===== config.mk =====
export PLATFORM = sky130hd
export DESIGN_NAME = dmem_req_demux_1x2
export DESIGN_NICKNAME = d
export VERILOG_FILES = /design/src/rtl/dmem_bus_pkg.sv /design/src/rtl/dmem_outstanding_tracker.sv /design/src/rtl/dmem_req_demux_1x2.sv
export SDC_FILE = /design/constraint.sdc
export NUM_CORES = 1
export LEC_CHECK = 0
export ABC_AREA = 1
export CORE_AREA = 8 8 231 233
export DETAILED_ROUTE_END_ITERATION = 6
export DIE_AREA = 0 0 239 241
export PLACE_DENSITY = 0.46
export SLEW_MARGIN = 20
export SYNTH_ARGS = -nofsm -noshare
export SYNTH_HDL_FRONTEND = slang
export SYNTH_HIERARCHICAL = 1
export SYNTH_SLANG_ARGS = --single-unit

===== constraint.sdc =====
create_clock -name i_clk -period 1.8 [get_ports i_clk]
set_input_delay 0.18 -clock i_clk [delete_from_list [all_inputs] [get_ports i_clk]]
set_output_delay 0.18 -clock i_clk [all_outputs]
set_load 0.01 [all_outputs]

===== src/rtl/dmem_bus_pkg.sv =====
// Shared types for the core data-memory bus: port ids and request payload.
package dmem_bus_pkg;

   localparam int XLEN   = 64;
   localparam int STRB_W = XLEN / 8;

   typedef logic port_id_t;

   localparam port_id_t PORT_DMEM = 1'b0;
   localparam port_id_t PORT_MMIO = 1'b1;

   typedef struct packed {
      logic [XLEN-1:0]   addr;
      logic              we;
      logic [XLEN-1:0]   wdata;
      logic [STRB_W-1:0] wstrb;
   } dmem_req_t;

   function automatic port_id_t other_port(input port_id_t p);
      return ~p;
   endfunction

endpackage


===== src/rtl/dmem_outstanding_tracker.sv =====
// In-flight request bookkeeping for the 1x2 demux: count, owning port
// and a sticky flag for responses that arrive from the wrong place.
module dmem_outstanding_tracker
   import dmem_bus_pkg::*;
#(
   parameter int MAX_OUTSTANDING = 4
) (
   input  logic       clk,
   input  logic       rst,
   input  logic       fire,
   input  port_id_t   t,
   input  logic [1:0] rsp_valid,
   output logic       allow,
   output port_id_t   rsp_sel,
   output logic       rsp,
   output logic       err
);

   localparam int CW = $clog2(MAX_OUTSTANDING + 1);
   localparam logic [CW-1:0] CNT_MAX = CW'(MAX_OUTSTANDING);

   logic [CW-1:0] cnt;
   port_id_t      own;
   logic          err_q;
   logic          busy;
   logic          full;
   logic          stray;

   always_comb begin
      busy  = (cnt != '0);
      full  = (cnt == CNT_MAX);
      allow = !busy || ((t == own) && !full);
      rsp   = busy && rsp_valid[own];
      // With nothing in flight, any response at all is unexpected.
      stray = busy ? rsp_valid[other_port(own)] : (rsp_valid != 2'b00);
   end

   always_ff @(posedge clk) begin
      if (rst) begin
         cnt   <= '0;
         own   <= PORT_DMEM;
         err_q <= 1'b0;
      end else begin
         if (fire) begin
            own <= t;
         end
         if (stray) begin
            err_q <= 1'b1;
         end
         unique case ({fire, rsp})
            2'b10:   cnt <= cnt + 1'b1;
            2'b01:   cnt <= cnt - 1'b1;
            default: cnt <= cnt;
         endcase
      end
   end

   assign rsp_sel = own;
   assign err     = err_q;

   a_cnt_bound: assert property (@(posedge clk) cnt <= CNT_MAX);

endmodule


===== src/rtl/dmem_req_demux_1x2.sv =====
// Steers one LSU request stream to DMEM or MMIO by an address bit and
// merges the two response streams back in request order.
module dmem_req_demux_1x2
   import dmem_bus_pkg::*;
#(
   parameter int ADDR_WIDTH      = 64,
   parameter int DATA_WIDTH      = 64,
   parameter int SEL_BIT         = 28,
   parameter int MAX_OUTSTANDING = 4
) (
   input  logic                    i_clk,
   input  logic                    i_rst,

   input  logic                    i_req_valid,
   output logic                    o_req_ready,
   input  logic [ADDR_WIDTH-1:0]   i_req_addr,
   input  logic                    i_req_we,
   input  logic [DATA_WIDTH-1:0]   i_req_wdata,
   input  logic [DATA_WIDTH/8-1:0] i_req_wstrb,

   output logic                    o_p0_req_valid,
   input  logic                    i_p0_req_ready,
   output logic [ADDR_WIDTH-1:0]   o_p0_req_addr,
   output logic                    o_p0_req_we,
   output logic [DATA_WIDTH-1:0]   o_p0_req_wdata,
   output logic [DATA_WIDTH/8-1:0] o_p0_req_wstrb,
   input  logic                    i_p0_rsp_valid,
   input  logic [DATA_WIDTH-1:0]   i_p0_rsp_rdata,

   output logic                    o_p1_req_valid,
   input  logic                    i_p1_req_ready,
   output logic [ADDR_WIDTH-1:0]   o_p1_req_addr,
   output logic                    o_p1_req_we,
   output logic [DATA_WIDTH-1:0]   o_p1_req_wdata,
   output logic [DATA_WIDTH/8-1:0] o_p1_req_wstrb,
   input  logic                    i_p1_rsp_valid,
   input  logic [DATA_WIDTH-1:0]   i_p1_rsp_rdata,

   output logic                    o_rsp_valid,
   output logic [DATA_WIDTH-1:0]   o_rsp_rdata,
   output logic                    o_err
);

   port_id_t t;
   port_id_t rsp_sel;
   logic     allow;
   logic     allow_q;
   logic     sel_ready;
   logic     fire;
   logic     rsp;

   assign t = i_req_addr[SEL_BIT];

   // Reset blocks issue and response even though the tracker may still
   // hold stale state during the reset cycle.
   assign allow_q   = allow & ~i_rst;
   assign sel_ready = (t == PORT_MMIO) ? i_p1_req_ready : i_p0_req_ready;

   assign o_p0_req_valid = i_req_valid & allow_q & (t == PORT_DMEM);
   assign o_p1_req_valid = i_req_valid & allow_q & (t == PORT_MMIO);
   assign o_req_ready    = allow_q & sel_ready;
   assign fire           = i_req_valid & o_req_ready;

   assign o_p0_req_addr  = i_req_addr;
   assign o_p0_req_we    = i_req_we;
   assign o_p0_req_wdata = i_req_wdata;
   assign o_p0_req_wstrb = i_req_wstrb;

   assign o_p1_req_addr  = i_req_addr;
   assign o_p1_req_we    = i_req_we;
   assign o_p1_req_wdata = i_req_wdata;
   assign o_p1_req_wstrb = i_req_wstrb;

   dmem_outstanding_tracker #(
      .MAX_OUTSTANDING (MAX_OUTSTANDING)
   ) u_tracker (
      .clk       (i_clk),
      .rst       (i_rst),
      .fire      (fire),
      .t         (t),
      .rsp_valid ({i_p1_rsp_valid, i_p0_rsp_valid}),
      .allow     (allow),
      .rsp_sel   (rsp_sel),
      .rsp       (rsp),
      .err       (o_err)
   );

   always_comb begin
      o_rsp_valid = rsp & ~i_rst;
      o_rsp_rdata = '0;
      if (o_rsp_valid) begin
         o_rsp_rdata = (rsp_sel == PORT_MMIO) ? i_p1_rsp_rdata
                                              : i_p0_rsp_rdata;
      end
   end

   a_one_hot_valid: assert property (
      @(posedge i_clk) !(o_p0_req_valid && o_p1_req_valid));

endmodule


Word level (Yosys, flattened, before mapping)
Index checks and enable logic that the tools add are counted.
Word-level totals
  register bits: 5
  input port bits: 272
  output and inout port bits: 343
  word-level logic and storage cells: 38
Cells by class
  add/sub/neg operators: 2
  magnitude comparators: 2
  equality and inequality tests: 4
  multiplexer cells: 9
  bitwise operators: 10
  reduce and logical (&&, ||, !) cells: 8
Operators with widths (count)
  64-bit two-way mux: 2
  1-bit bitwise AND: 7
  1-bit two-way mux: 6
  3-bit one-hot mux with 2 select lines: 1
  1-bit by 2-bit < comparator with 1-bit output, second input constant: 2
  2-bit nonzero test: 2
  3-bit by 1-bit adder with 3-bit output, second input constant: 1
  3-bit == test, second input constant: 1
  1-bit NOT: 3
  3-bit nonzero test: 1
  3-bit by 1-bit subtractor with 3-bit output, second input constant: 1
  2-bit by 1-bit == test with 1-bit output, second input constant: 1
  2-bit == test, second input constant: 1
  1-bit logical AND: 2
  1-bit zero test: 2
  1-bit == test: 1
  1-bit logical OR: 1

Logic depth before layout (Yosys ltp)
  word-level depth: 9
  mapped depth: 18
  depth with buffers taken out: 18

Cells and area by module
The synthesis kept the hierarchy.
Modules (own cells, without submodules)
  dmem_req_demux_1x2: times used 1, cells an instance 503, area each 3098.0 µm², sequential area each 0.0 µm²
  dmem_outstanding_tracker: times used 1, cells an instance 47, area each 307.8 µm², sequential area each 100.1 µm²

Least setup slack after synthesis
No wires, ideal clock.
  kind: flip-flop to flip-flop
  start: register u_tracker.own (netlist: u_tracker/rsp_sel)
  end: register u_tracker.cnt[1]
  setup time: 70 ps
  arrival: 1829 ps
  required time: 1730 ps
  slack: -99 ps
  cell stages (with the launch flop): 14
  path buffers: 0
  clock period less this slack: 1899 ps
  cells stage by stage: dfxtp_1 inv_2 a21oi_1 o21ai_1 nand2_1 inv_1 nor2_1 nand2_1 nor2_1 inv_1 ha_1 inv_2 fa_1 a21oi_1
Between the ends
  word-level cells in the longest chain between the ends: 8
  elaborated cells on any way between the ends: 13
  classes of those cells: 3 x eq/ne; 3 x mux; 3 x bitwise; 4 x reduce/logical
RTL lines
  from (decl): RTL line dmem_outstanding_tracker.sv:23  | port_id_t own;
  from (signal assigned): RTL line dmem_outstanding_tracker.sv:45  | own <= t;
  1-bit == test (*): RTL line dmem_outstanding_tracker.sv:32  | allow = !busy || ((t == own) && !full);
  1-bit logical AND (*): RTL line dmem_outstanding_tracker.sv:32
  1-bit logical OR (*): RTL line dmem_outstanding_tracker.sv:32
  named net allow: RTL line dmem_req_demux_1x2.sv:46  | logic allow;
  1-bit bitwise AND (*): RTL line dmem_req_demux_1x2.sv:56  | assign allow_q = allow & ~i_rst;
  1-bit bitwise AND (*): RTL line dmem_req_demux_1x2.sv:61  | assign o_req_ready = allow_q & sel_ready;
  1-bit bitwise AND (*): RTL line dmem_req_demux_1x2.sv:62  | assign fire = i_req_valid & o_req_ready;
  named net fire: RTL line dmem_req_demux_1x2.sv:49  | logic fire;
  2-bit by 1-bit == test with 1-bit output / 2-bit == test (equally long branches): RTL line dmem_outstanding_tracker.sv:50  | unique case ({fire, rsp})
  3-bit one-hot mux with 2 select lines / 2-bit nonzero test (equally long branches)
  to (signal assigned): RTL line dmem_outstanding_tracker.sv:51  | 2'b10: cnt <= cnt + 1'b1;
  to (signal assigned): RTL line dmem_outstanding_tracker.sv:52  | 2'b01: cnt <= cnt - 1'b1;
  to (signal assigned): RTL line dmem_outstanding_tracker.sv:53  | default: cnt <= cnt;
  to (decl): RTL line dmem_outstanding_tracker.sv:22  | logic [CW-1:0] cnt;
Mark *: on every way through the listed nets, which the timed path passes. The rest lies on a longest branch. The select of a mux whose other input is x is not followed.
A chain may end at the register's enable or synchronous reset.

Worst setup path after layout
  start: register u_tracker.cnt[0]
  end: register u_tracker.cnt[2]
Between the ends
  word-level cells in the longest chain between the ends: 9
  elaborated cells on any way between the ends: 16
  classes of those cells: 2 x add/sub; 3 x eq/ne; 1 x mux; 3 x bitwise; 7 x reduce/logical
RTL lines
  3-bit == test: RTL line dmem_outstanding_tracker.sv:31  | full = (cnt == CNT_MAX);
  1-bit zero test: RTL line dmem_outstanding_tracker.sv:32
  1-bit logical AND: RTL line dmem_outstanding_tracker.sv:32
  1-bit logical OR (*): RTL line dmem_outstanding_tracker.sv:32
  named net allow: RTL line dmem_req_demux_1x2.sv:46
  1-bit bitwise AND (*): RTL line dmem_req_demux_1x2.sv:56
  1-bit bitwise AND (*): RTL line dmem_req_demux_1x2.sv:61
  1-bit bitwise AND (*): RTL line dmem_req_demux_1x2.sv:62
  named net fire: RTL line dmem_req_demux_1x2.sv:49
  2-bit by 1-bit == test with 1-bit output / 2-bit == test (equally long branches): RTL line dmem_outstanding_tracker.sv:50
  3-bit one-hot mux with 2 select lines / 2-bit nonzero test (equally long branches)
Mark *: on every way through the listed nets, which the timed path passes. The rest lies on a longest branch.

==> run summary <==
The flow ran to the end, but the final reports show violations. The final reports fail on setup timing. Sorting the synthesized cells by area gives the leading types as sky130_fd_sc_hd__buf_4, sky130_fd_sc_hd__nand2_1, sky130_fd_sc_hd__a21oi_1, sky130_fd_sc_hd__buf_6, sky130_fd_sc_hd__dfxtp_1. The clock insertion delay at the later pin of the skew report is between 0.2 and 0.25 ns.

The type of element launching the critical path is a flip-flop. Summing all flip-flop and latch instances after layout gives 106 µm². The number of cell rows is just over 80. sky130_fd_sc_hd__buf_4 takes more of the synthesized area than any other cell. The share of total power dissipated in combinational logic is 0.842. In this run the cell area measured after placement is about 4400 µm². The first-pass GRT wire length is ~27000 µm.

The largest voltage drop on the vdd net came out at about 0.35 mV. The count of pins over their slew limit is 0. The global-route total usage across every layer came out at 0.0677.

Summed over all layers, the routed wires come to around 24000 µm. The proportion of total power due to net switching is 0.443. The hold violation total from the final report came to 0.

The fraction of the yosys area taken by sequential cells came out at 0.0294. The net total in the final layout came out at between 700 and 800. Compared with the post-synthesis result, the final layout area differs by 57.2%. Summed over all nets, the half-perimeter wirelength after detailed placement is 16100 µm.

In this run the static leakage power is 0.00207 µW. No sink is reached through more buffers than the 2 on the longest clock path. The initial utilization of the core area, before any placement, comes to 0.0686.

The flip-flop and latch count after synthesis is 5. The maximum frequency from static timing analysis came out at roughly 510 MHz. CTS built an H-tree with a depth of 1.

Traced cell by cell, the critical path runs through nor2_4 > a21oi_2 > o21ai_1 > nand2_1 > inv_1 > nor2_2 > nand2_1 > nor2_1 > inv_1 > ha_2 > inv_2 > fa_2 > inv_1 > nand2_1 > nand3_1 > nand2_1 > inv_1 > nor2_1. Final hold analysis gives a worst-case slack of 0.360 ns. Power spread over the standard cell area amounts to about 650 nW/µm². The cell count after synthesis came out at 550. Routability-driven placement finished with a final weighted congestion of 0.663.

The total power is about 3500 µW. TritonCTS built the clock tree. The most common library cell in the layout ignoring fill and taps is sky130_fd_sc_hd__nand2_1. The summed negative setup slack over all endpoints came out at -1.16 ns.

The utilization of the core after routing came out at 0.108. The fraction of layout cells with a size suffix above 1 came out at 0.404. After the first detailed-routing iteration, the DRC count stood at 96. The tree is rooted in a sky130_fd_sc_hd__clkbuf_16. The multi-input combinational cells in the finished layout cover a total of around 1400 µm².

The post-CTS clock slew at the launch and capture registers of the worst setup and hold paths is 0.03 ns. The measured slew at the worst slew-check pin is roughly 0.21 ns. The worst path in the final design needs a cycle of ~1.9 ns, including I/O delays and setup. The clock drives 5 sinks.

The post-route clock period utilization came out at 1.08. The I/O pin total is about 620. Summed over all nets, the switching power comes to approximately 1500 µW. The total of fill cells in the finished design is a little under 6000. The share of synthesized area in the top cell type comes to 0.606. The library cells used most frequently in the layout, excluding fill and tap cells, are sky130_fd_sc_hd__nand2_1, sky130_fd_sc_hd__clkdlybuf4s50_1, sky130_fd_sc_hd__buf_2, sky130_fd_sc_hd__a21oi_2, sky130_fd_sc_hd__buf_4. Among all stages on the critical path, the largest delay is contributed by sky130_fd_sc_hd__fa_2. The critical path arrival is ~2.1 ns. The worst hold path belongs to the class in2out.

The number of buffers created by CTS came out at 3. Setup violations remaining at the end of the flow were counted as 35. In the routed layout, each cell is associated on average with a via count of ~2.7.

The maximum single-stage delay on the critical path came out at around 0.35 ns. Setup repair after global routing could not meet its margin everywhere. The relative max-transition margin came out at 0.858. Before antenna repair, the detailed router went through 4 iterations. The total overflow reported by the global router is 0.

The area of the mapped netlist came out at ~3400 µm². Across the run, the number of max-cap violations was 0. STA puts the critical path data required time at 1.92 ns. After layout, the worst setup slack is -0.147 ns. The synthesized netlist contains 19 unique library cells. The die extent in x came out at ~240 µm. The portion of total power attributed to the clock network came out at 0.107. The number of port buffers came out at 206. During synthesis, Yosys emitted a total of 6 warnings. The average wire per cell in the routed design is between 15 and 20 µm. The synthesized netlist net count came out at 824. The maximum number of pins on one net before global-route repair is 32. The via count of the first global-routing pass is approximately 3500.

By startpoint and endpoint, the worst setup path is classified as reg2reg. The initial antenna violation count is 2. The sequential share of power came out at 0.052.

The detailed-route via count came out at about 3300. The floorplan step defined a die boundary enclosing 57600 µm². After detailed routing, the number of remaining DRC violations is 0. The area of all placed cells without fillers is 5350 µm². The internal power of the cells totals roughly 1900 µW. STA classifies the critical path endpoint as a flip-flop. The count of nets left with antenna violations after detail routing is 0. From bottom edge to top edge, the die measures around 240 µm. The final worst clock skew is between 0.001 and 0.0015 ns.

Dividing the synthesized area by the synthesized cell count gives 6.19 µm². The standard cell core area came out at slightly below 50000 µm². The maximum fanout along the worst path came out at 3.
==> synth_stat cells <==
cell,n
sky130_fd_sc_hd__a21oi_1,69
sky130_fd_sc_hd__buf_2,6
sky130_fd_sc_hd__buf_4,275
sky130_fd_sc_hd__buf_6,12
sky130_fd_sc_hd__clkbuf_1,1
sky130_fd_sc_hd__dfxtp_1,5
sky130_fd_sc_hd__fa_1,1
sky130_fd_sc_hd__ha_1,1
sky130_fd_sc_hd__inv_1,16
sky130_fd_sc_hd__inv_2,4
sky130_fd_sc_hd__nand2_1,143
sky130_fd_sc_hd__nand2_2,1
sky130_fd_sc_hd__nand3_1,1
sky130_fd_sc_hd__nand4_1,1
sky130_fd_sc_hd__nor2_1,7
sky130_fd_sc_hd__nor2_2,1
sky130_fd_sc_hd__o211ai_1,1
sky130_fd_sc_hd__o21ai_0,3
sky130_fd_sc_hd__o21ai_1,2
==> registers in the layout, indices dropped and copies added (netlist names) <==
name               cells
u_tracker/rsp_sel      1
u_tracker/err          1
u_tracker/cnt          3
==> power by group through the flow <==
stage               registers (µW)  logic (µW)  clock network (µW)
floorplan                      168        1410                   0
global placement               167        1990                   0
detailed placement             169        1990                   0
CTS                            179        2500                 375
global route                   183        3160                 380
finish                         179        2910                 368
==> cells by family (layout without fill, tap and decap cells) <==
| logic type | after synthesis | after routing | share of synthesized area |
|---|---|---|---|
| adders and majority gates | 2 | 2 | 0.00955 |
| other | 0 | 2 | 0 |
| AOI/OAI and AO/OA | 75 | 75 | 0.111 |
| DFF | 5 | 5 | 0.0294 |
| buffers and inverters | 314 | 286 | 0.678 |
| and+or+nand+nor | 154 | 154 | 0.172 |
==> area by class of cell <==
cell class | instances | share of cell area
antenna | 2 | 0.000935
clock buffer | 4 | 0.0147
multi-input combinational | 231 | 0.270
timing repair buffer | 262 | 0.520
inverter | 20 | 0.0173
tap | 672 | 0.157
sequential | 5 | 0.0199
==> layer usage <==
metal | track usage | part of all wire
met4 | 0.0564 | 0.077
met3 | 0.0385 | 0.13
met1 | 0.0659 | 0.36
met2 | 0.105 | 0.44
met5 | 0 | 0
==> per-stage QoR <==
step | setup slack [ns] | cells
2_1_floorplan | -0.0276 | 550
4_1_cts | -0.146 | 1182
3_5_place_dp | -0.642 | 1161
6_report | -0.147 | 1196
5_1_grt | -0.312 | 1196
3_3_place_gp | -0.656 | 1161
==> critical path: cells and delay by family (launching register included) <==
kind / cells / cell delay (ns)
flip-flops: 1 / 0.32
buffers and inverters: 5 / 0.29
adder cells (fa/ha/maj): 2 / 0.54
AND/OR/NAND/NOR: 9 / 0.59
AO/OA/AOI/OAI: 2 / 0.11
==> path summary, 6_finish.rpt <==
kind | to | slack (ns) | start | cells after the start
worst max register to register | u_tracker/cnt[2]$_SDFFE_PP0P_ | -0.15 | u_tracker/cnt[0]$_SDFFE_PP0P_ | 18
worst max-delay path | u_tracker/cnt[2]$_SDFFE_PP0P_ | -0.15 | u_tracker/cnt[0]$_SDFFE_PP0P_ | 18
worst min register to register | u_tracker/rsp_sel$_SDFFE_PP0P_ | 0.55 | u_tracker/rsp_sel$_SDFFE_PP0P_ | 2
worst min-delay path | o_p1_req_wdata[50] | 0.36 | i_req_wdata[50] | 0
==> what timing repair did <==
| item | CTS | global route |
|---|---|---|
| pin swaps | 5 | 9 |
| endpoints found under the hold margin | 0 | 0 |
| hold buffers | 0 | 0 |
| resized for setup | 254 | 114 |
| endpoints found under the setup margin | 70 | 69 |
| buffers inserted | 9 | 10 |
| cloned | 8 | 7 |
Note: power is estimated with default switching activity, not from simulation.
